### src/rtl/chacha_pkg.sv
// Shared ChaCha20 definitions: word type, quarter-round word-index table,
// step/op encodings and the "expand 32-byte k" constants.
package chacha_pkg;

    typedef logic [31:0] chacha_word_t;

    // Rows 0..3 are column quarter-rounds, rows 4..7 diagonal quarter-rounds; entries are a,b,c,d.
    localparam logic [3:0] QR_IDX [8][4] = '{
        '{4'd0, 4'd4, 4'd8,  4'd12},
        '{4'd1, 4'd5, 4'd9,  4'd13},
        '{4'd2, 4'd6, 4'd10, 4'd14},
        '{4'd3, 4'd7, 4'd11, 4'd15},
        '{4'd0, 4'd5, 4'd10, 4'd15},
        '{4'd1, 4'd6, 4'd11, 4'd12},
        '{4'd2, 4'd7, 4'd8,  4'd13},
        '{4'd3, 4'd4, 4'd9,  4'd14}
    };

    localparam logic [1:0] STEP_AD0 = 2'd0;
    localparam logic [1:0] STEP_BC0 = 2'd1;
    localparam logic [1:0] STEP_AD1 = 2'd2;
    localparam logic [1:0] STEP_BC1 = 2'd3;

    localparam logic [3:0] OP_AD0 = 4'b0001;
    localparam logic [3:0] OP_BC0 = 4'b0010;
    localparam logic [3:0] OP_AD1 = 4'b0100;
    localparam logic [3:0] OP_BC1 = 4'b1000;

    localparam chacha_word_t CHACHA_CONST0 = 32'h6170_7865;
    localparam chacha_word_t CHACHA_CONST1 = 32'h3320_646e;
    localparam chacha_word_t CHACHA_CONST2 = 32'h7962_2d32;
    localparam chacha_word_t CHACHA_CONST3 = 32'h6b20_6574;

    function automatic chacha_word_t rotl32(input chacha_word_t x, input int unsigned n);
        return (x << n) | (x >> (32 - n));
    endfunction

endpackage

### src/rtl/chacha20_block_seq_schacha20.sv
// Combinational schacha20 quarter-round step: rs1={a,d}, rs2={b,c}; ad ops
// return {a',d'}, bc ops return {b',c'}.
module chacha20_block_seq_schacha20
    import chacha_pkg::*;
(
    input  logic [3:0]  op,
    input  logic [63:0] rs1,
    input  logic [63:0] rs2,
    output logic [63:0] rd
);

    chacha_word_t a, b, c, d;
    chacha_word_t sum_ad, sum_bc, mix_d, mix_b;

    assign a = rs1[63:32];
    assign d = rs1[31:0];
    assign b = rs2[63:32];
    assign c = rs2[31:0];

    assign sum_ad = a + b;
    assign mix_d  = d ^ sum_ad;
    assign sum_bc = c + d;
    assign mix_b  = b ^ sum_bc;

    always_comb begin
        rd = '0;
        unique case (op)
            OP_AD0:  rd = {sum_ad, rotl32(mix_d, 16)};
            OP_BC0:  rd = {rotl32(mix_b, 12), sum_bc};
            OP_AD1:  rd = {sum_ad, rotl32(mix_d, 8)};
            OP_BC1:  rd = {rotl32(mix_b, 7), sum_bc};
            default: rd = '0;
        endcase
    end

endmodule

### src/rtl/chacha20_block_seq.sv
// Iterative ChaCha20 block engine: one quarter-round step per cycle, 16*ROUNDS cycles per block.
// Define CHACHA_FEEDFWD_EN to add the init register and output work+init (RFC 8439 keystream).
//
// state | meaning
// IDLE  | waiting for i_valid, i_ready=1
// RUN   | one schacha20 op per cycle
// DONE  | result on o_state, o_valid=1 until o_ready
module chacha20_block_seq
    import chacha_pkg::*;
#(
    parameter int ROUNDS = 20
) (
    input  logic         g_clk,
    input  logic         g_resetn,
    input  logic         i_valid,
    output logic         i_ready,
    input  logic [511:0] i_state,
    output logic         o_valid,
    input  logic         o_ready,
    output logic [511:0] o_state,
    output logic         busy
);

    localparam logic [1:0] ST_IDLE = 2'd0;
    localparam logic [1:0] ST_RUN  = 2'd1;
    localparam logic [1:0] ST_DONE = 2'd2;

    localparam int DR_LAST = ROUNDS / 2 - 1;
    localparam int DR_W    = (ROUNDS / 2 > 1) ? $clog2(ROUNDS / 2) : 1;

    logic [1:0]      state;
    logic [1:0]      step;
    logic [2:0]      qr;
    logic [DR_W-1:0] dr;
    chacha_word_t    work [16];
`ifdef CHACHA_FEEDFWD_EN
    chacha_word_t    init [16];
`endif

    logic        accept;
    logic        last_op;
    logic [3:0]  idx_a, idx_b, idx_c, idx_d;
    logic [3:0]  op;
    logic [63:0] rs1, rs2, rd;

    assign accept  = (state == ST_IDLE) && i_valid;
    assign last_op = (dr == DR_W'(DR_LAST)) && (qr == 3'd7) && (step == STEP_BC1);

    assign idx_a = QR_IDX[qr][0];
    assign idx_b = QR_IDX[qr][1];
    assign idx_c = QR_IDX[qr][2];
    assign idx_d = QR_IDX[qr][3];

    assign op  = 4'b0001 << step;
    assign rs1 = {work[idx_a], work[idx_d]};
    assign rs2 = {work[idx_b], work[idx_c]};

    chacha20_block_seq_schacha20 u_schacha20 (
        .op  (op),
        .rs1 (rs1),
        .rs2 (rs2),
        .rd  (rd)
    );

    always_ff @(posedge g_clk or negedge g_resetn) begin
        if (!g_resetn) begin
            state <= ST_IDLE;
            step  <= '0;
            qr    <= '0;
            dr    <= '0;
        end else begin
            unique case (state)
                ST_IDLE: begin
                    if (accept) begin
                        state <= ST_RUN;
                        step  <= '0;
                        qr    <= '0;
                        dr    <= '0;
                    end
                end
                ST_RUN: begin
                    step <= step + 2'd1;
                    if (step == STEP_BC1) begin
                        qr <= qr + 3'd1;
                        if (qr == 3'd7) begin
                            dr <= last_op ? '0 : dr + 1'b1;
                        end
                    end
                    if (last_op) begin
                        state <= ST_DONE;
                    end
                end
                ST_DONE: begin
                    if (o_ready) begin
                        state <= ST_IDLE;
                    end
                end
                default: state <= ST_IDLE;
            endcase
        end
    end

    // ad steps update words a and d, bc steps update b and c; the four indices never collide.
    always_ff @(posedge g_clk or negedge g_resetn) begin
        if (!g_resetn) begin
            for (int i = 0; i < 16; i++) begin
                work[i] <= '0;
            end
        end else if (accept) begin
            for (int i = 0; i < 16; i++) begin
                work[i] <= i_state[32*i +: 32];
            end
        end else if (state == ST_RUN) begin
            if (!step[0]) begin
                work[idx_a] <= rd[63:32];
                work[idx_d] <= rd[31:0];
            end else begin
                work[idx_b] <= rd[63:32];
                work[idx_c] <= rd[31:0];
            end
        end
    end

`ifdef CHACHA_FEEDFWD_EN
    always_ff @(posedge g_clk or negedge g_resetn) begin
        if (!g_resetn) begin
            for (int i = 0; i < 16; i++) begin
                init[i] <= '0;
            end
        end else if (accept) begin
            for (int i = 0; i < 16; i++) begin
                init[i] <= i_state[32*i +: 32];
            end
        end
    end
`endif

    always_comb begin
        o_state = '0;
        if (state == ST_DONE) begin
            for (int i = 0; i < 16; i++) begin
`ifdef CHACHA_FEEDFWD_EN
                o_state[32*i +: 32] = work[i] + init[i];
`else
                o_state[32*i +: 32] = work[i];
`endif
            end
        end
    end

    assign i_ready = (state == ST_IDLE);
    assign o_valid = (state == ST_DONE);
    assign busy    = (state == ST_RUN) || (state == ST_DONE);

endmodule

### config.mk
export PLATFORM = sky130hd
export DESIGN_NAME = chacha20_block_seq
export DESIGN_NICKNAME = d
export VERILOG_FILES = /design/src/rtl/chacha_pkg.sv /design/src/rtl/chacha20_block_seq_schacha20.sv /design/src/rtl/chacha20_block_seq.sv
export SDC_FILE = /design/constraint.sdc
export NUM_CORES = 2
export LEC_CHECK = 0
export ABC_AREA = 1
export CAP_MARGIN = 20
export CORE_AREA = 2 2 397 399
export DETAILED_ROUTE_END_ITERATION = 6
export DIE_AREA = 0 0 399 401
export GPL_TIMING_DRIVEN = 0
export MAX_ROUTING_LAYER = met4
export PLACE_DENSITY_LB_ADDON = 0.05
export SKIP_CTS_REPAIR_TIMING = 1
export SYNTH_ARGS = -nofsm -noshare
export SYNTH_HDL_FRONTEND = slang
export SYNTH_HIERARCHICAL = 1
export SYNTH_SLANG_ARGS = --single-unit
### constraint.sdc
create_clock -name g_clk -period 4.5 [get_ports g_clk]
set_input_delay 0.9 -clock g_clk [delete_from_list [all_inputs] [get_ports g_clk]]
set_output_delay 0.9 -clock g_clk [all_outputs]
set_load 0.1 [all_outputs]
==> qor.csv <==
stage,metric,value,unit
clocking,clock buffers created by TritonCTS,73,
grt,number of antenna violations at the first check in global routing,26,
finish,layout overhead on the synthesized area,53.5,%
finish,number of nets at the end of the flow,9227,
power_and_ir_drop,net load switching power,37.6,mW
detailed_routing,routed wire length per instance,30.8,um
timing,shortest clock period the worst path allows after layout,4.93,ns
logic_synthesis,YS warnings,6,
timing,transition at the pin with the smallest max-transition slack,1.20,ns
timing,setup violation total in the final timing report,601,
power_and_ir_drop,switching power share of the total,0.625,
timing,final setup margin,-0.427,ns
power_and_ir_drop,overall power,60.2,mW
flow_run,max capacitance violation total,0,
placed_design,Placed Cells,10400,
worst_setup_path,"Req. time, crit path",3.60,ns
timing,number of hold violations in the final report,0,
worst_setup_path,Worst setup SP type,register,
floorplanning,Die Span Y,401,um
power_and_ir_drop,Max IR drop VDD,0.435,mV
clocking,CTS tree,built,
finish,fin area,65500,um2
finish,total area of multi-input combinational cells,28500,um2
placed_design,Detail Placement HPWL,271,mm
logic_synthesis,mean area per synthesized cell,5.86,um2
clocking,"Clk pin slew, worst setup/hold paths",0.06,ns
grt,grt ovf,0,
grt,vias in the first global route,52900,
clocking,buffer cell driving the clock tree root,sky130_fd_sc_hd__clkbuf_16,
detailed_routing,length of the first detailed-routing pass in iterations,6,
worst_setup_path,kind of critical path,reg2out,
power_and_ir_drop,part of the total power dissipated in the clock network,0.103,
clocking,clock sink total,523,
floorplanning,number of placement rows,145,
detailed_routing,drt initial violations,7302,
worst_setup_path,"Arr. time, crit path",4.03,ns
floorplanning,initial core utilization,0.274,
power_and_ir_drop,register share of total power,0.149,
timing,count of pins over their slew limit,0,
worst_setup_path,total stage count of the critical path,9,
worst_setup_path,highest fanout seen on the critical path,10,
floorplanning,core box area,156000,um2
clocking,latest clock arrival within the worst-skew pair,0.71,ns
clocking,number of H-tree levels,3,
detailed_routing,number of antenna-violating nets in the routed design,0,
detailed_routing,detailed-route via count,57200,
power_and_ir_drop,Power per Cell Area,920,nW/um2
worst_setup_path,worst path bufs/invs,7,
worst_setup_path,library cell contributing the largest single delay on the critical path,sky130_fd_sc_hd__clkbuf_1,
worst_setup_path,worst-case reg-to-reg path depth,29,
finish,fillers,17200,
timing,final critical-path share of the clock period,1.09,
status,violations in the final reports,setup timing,
placed_design,number of port buffers,1030,
logic_synthesis,portion of the post-synthesis area used by sequential elements,0.307,
worst_setup_path,highest cell delay on the worst timing path,0.58,ns
finish,flip-flop and latch area,13100,um2
worst_setup_path,endpoint class of the critical path,output port,
finish,final std cells w/o fill,10800,
detailed_routing,Post-route DRC,0,
finish,Final Util,0.421,
timing,Post-Route Skew,0.0431,ns
logic_synthesis,synthesized instance count,7285,
grt,first-pass GRT wire length,433,mm
power_and_ir_drop,combinational cell fraction of total power,0.748,
timing,setup repair after global routing missed its margin,true,
status,result of the run,"finished, violations left",
logic_synthesis,Cell variety after synth,38,
worst_setup_path,"critical path, cell by cell",inv_1 > ha_1 > clkbuf_2 > clkbuf_1 > buf_8 > buf_2 > nand2_1 > inv_1 > clkbuf_2,
grt,Overall Global Routing Usage,0.403,
placed_design,final weighted congestion of routability-driven global placement,1.03,
timing,highest clock rate,0.203,GHz
worst_setup_path,Top Family by Delay on Critical Path,buffers and inverters,
logic_synthesis,total nets after synthesis,7879,
timing,Worst slew margin,0.196,
logic_synthesis,synthesized cell area,42700,um2
power_and_ir_drop,Internal Dissipation,22.6,mW
finish,layout cell share with drive strength beyond 1,0.183,
detailed_routing,final wirelength,331,mm
placed_design,area post-placement,56000,um2
floorplanning,Die Area,160000,um2
logic_synthesis,total of flip-flops plus latches after synthesis,523,
grt,largest net degree at the start of global routing,101,
clocking,Max clock buf depth,3,
floorplanning,number of I/O pins,1031,
hold_path,class of the most critical hold timing path,in2async,
detailed_routing,vias per inst,5.32,
floorplanning,Die Span X,399,um
power_and_ir_drop,leakage power of the design,41.4,nW
[layout by cell type (no fill, tap or decap), types with 21 or more instances in the layout]
cell | Yosys | final
sky130_fd_sc_hd__nand2_4 | 6 | 60
sky130_fd_sc_hd__nand2_1 | 3208 | 3004
sky130_fd_sc_hd__clkbuf_16 | 0 | 82
sky130_fd_sc_hd__xor2_1 | 34 | 21
sky130_fd_sc_hd__inv_2 | 15 | 49
sky130_fd_sc_hd__dlymetal6s2s_1 | 0 | 332
sky130_fd_sc_hd__clkbuf_1 | 128 | 129
sky130_fd_sc_hd__nand3_4 | 1 | 98
sky130_fd_sc_hd__nand3_2 | 14 | 124
sky130_fd_sc_hd__nor2_4 | 0 | 84
sky130_fd_sc_hd__dfrtp_1 | 523 | 521
sky130_fd_sc_hd__buf_12 | 0 | 27
sky130_fd_sc_hd__inv_1 | 880 | 835
sky130_fd_sc_hd__buf_2 | 250 | 213
sky130_fd_sc_hd__buf_1 | 35 | 34
sky130_fd_sc_hd__nor2_1 | 247 | 130
sky130_fd_sc_hd__nor2_2 | 13 | 46
sky130_fd_sc_hd__clkdlybuf4s50_1 | 0 | 549
sky130_fd_sc_hd__nand3_1 | 1395 | 1188
sky130_fd_sc_hd__o21ai_0 | 142 | 117
sky130_fd_sc_hd__buf_4 | 41 | 216
sky130_fd_sc_hd__buf_6 | 4 | 45
sky130_fd_sc_hd__o22ai_1 | 32 | 32
sky130_fd_sc_hd__clkbuf_8 | 0 | 24
sky130_fd_sc_hd__clkbuf_2 | 0 | 158
sky130_fd_sc_hd__nand2_2 | 19 | 164
sky130_fd_sc_hd__nand4_1 | 105 | 105
sky130_fd_sc_hd__ha_4 | 0 | 61
[through the flow]
| stage | setup slack [ns] | setup TNS [ns] | hold WS, ns |
|---|---|---|---|
| final | -0.427 | -73.92 | 0.118 |
| after global routing | -0.445 | -142.79 | 0.123 |
| after CTS | -3.64 | -2040.22 | 0.101 |
| after detailed placement | -3.64 | -1678.07 | 0.509 |
| after global placement | -24.55 | - | 0.501 |
| after floorplan | 0.168 | 0 | 0.469 |
[layer usage]
metal  part of all wire  global-route usage  vias to the layer above
met2               0.44               0.598                     3362
met4              0.052               0.175                        0
li1                   -                   -                    25500
met5                  0                   -                        -
met3              0.098              0.0807                      549
met1               0.41               0.529                    27800
[registers in the layout, indices dropped and copies added, names as in the netlist]
signal / flops
work: 512
state: 2
qr: 3
dr: 4
step: 2
[cells in the mapped netlist]
cell type / instances / area, um2
sky130_fd_sc_hd__nor4_4: 2 / 42.5
sky130_fd_sc_hd__xor2_1: 34 / 298
sky130_fd_sc_hd__nand4_1: 105 / 657
sky130_fd_sc_hd__or2_1: 4 / 25.0
sky130_fd_sc_hd__o21ai_0: 142 / 711
sky130_fd_sc_hd__o211ai_1: 10 / 75.1
sky130_fd_sc_hd__buf_4: 41 / 308
sky130_fd_sc_hd__nand2_1: 3208 / 12000
sky130_fd_sc_hd__fa_1: 2 / 40.0
sky130_fd_sc_hd__nor3_1: 8 / 40.0
sky130_fd_sc_hd__buf_2: 250 / 1250
sky130_fd_sc_hd__ha_1: 76 / 951
sky130_fd_sc_hd__inv_4: 4 / 25.0
sky130_fd_sc_hd__a21o_1: 5 / 37.5
sky130_fd_sc_hd__o22ai_1: 32 / 200
sky130_fd_sc_hd__clkbuf_1: 128 / 480
sky130_fd_sc_hd__nand3_2: 14 / 140
sky130_fd_sc_hd__nand2_2: 19 / 119
sky130_fd_sc_hd__o21bai_1: 2 / 15.0
sky130_fd_sc_hd__dfrtp_1: 523 / 13100
sky130_fd_sc_hd__a21oi_1: 36 / 180
sky130_fd_sc_hd__inv_1: 880 / 3300
sky130_fd_sc_hd__nor2_2: 13 / 81.3
sky130_fd_sc_hd__xor2_2: 1 / 16.3
sky130_fd_sc_hd__nor2_1: 247 / 927
sky130_fd_sc_hd__nand3b_1: 20 / 150
sky130_fd_sc_hd__nor3_2: 2 / 20.0
sky130_fd_sc_hd__a22o_1: 1 / 8.76
sky130_fd_sc_hd__inv_2: 15 / 56.3
sky130_fd_sc_hd__buf_6: 4 / 45.0
sky130_fd_sc_hd__nand3_4: 1 / 17.5
sky130_fd_sc_hd__and2_1: 7 / 43.8
sky130_fd_sc_hd__buf_1: 35 / 131
sky130_fd_sc_hd__or2_2: 8 / 50.1
sky130_fd_sc_hd__nand3_1: 1395 / 6980
sky130_fd_sc_hd__nor2_8: 1 / 20.0
sky130_fd_sc_hd__nand2_4: 6 / 67.6
sky130_fd_sc_hd__xnor2_1: 4 / 35.0
[kinds of logic after synthesis]
group / Yosys count / synth area share
DFF: 523 / 0.307
AOI/OAI and AO/OA: 228 / 0.0288
xor gates and xnor gates: 39 / 0.00818
buffers and inverters: 1357 / 0.131
and+or+nand+nor: 5060 / 0.502
adders and majority gates: 78 / 0.0232
[path summary, 6_finish.rpt]
kind / from / endpoint / slack [ns]
min in group g_clk: state[0] / state[0] / 0.52
setup / recovery: state[0] / o_state[437] / -0.43
setup reg to reg: qr[0] / work[371] / -0.34
hold / removal: g_resetn / work[435] / 0.12
hold reg to reg: state[0] / state[0] / 0.52
max in group asynchronous: g_resetn / work[77] / 2.66
[final cells by class]
cell class | instances | share of cell area
clock buffers | 114 | 0.0345
repair buffers | 1273 | 0.196
inverters | 899 | 0.0526
diodes | 17 | 0.000649
clock inverters | 14 | 0.00311
plain buffers | 458 | 0.0393
multi-input cells | 5405 | 0.435
flip-flops and latches | 523 | 0.200
well taps | 2058 | 0.0393
[power groups by stage]
stage          logic [mW]  registers (mW)  clock network, mW
2_1_floorplan        20.5            7.83                  0
3_3_place_gp         35.7            8.87                  0
3_5_place_dp         35.9            8.86                  0
4_1_cts              36.0            8.81               6.25
5_1_grt              46.2            9.10               6.42
6_report             45.0            8.99               6.22
Power figures use the tool's default switching activity.
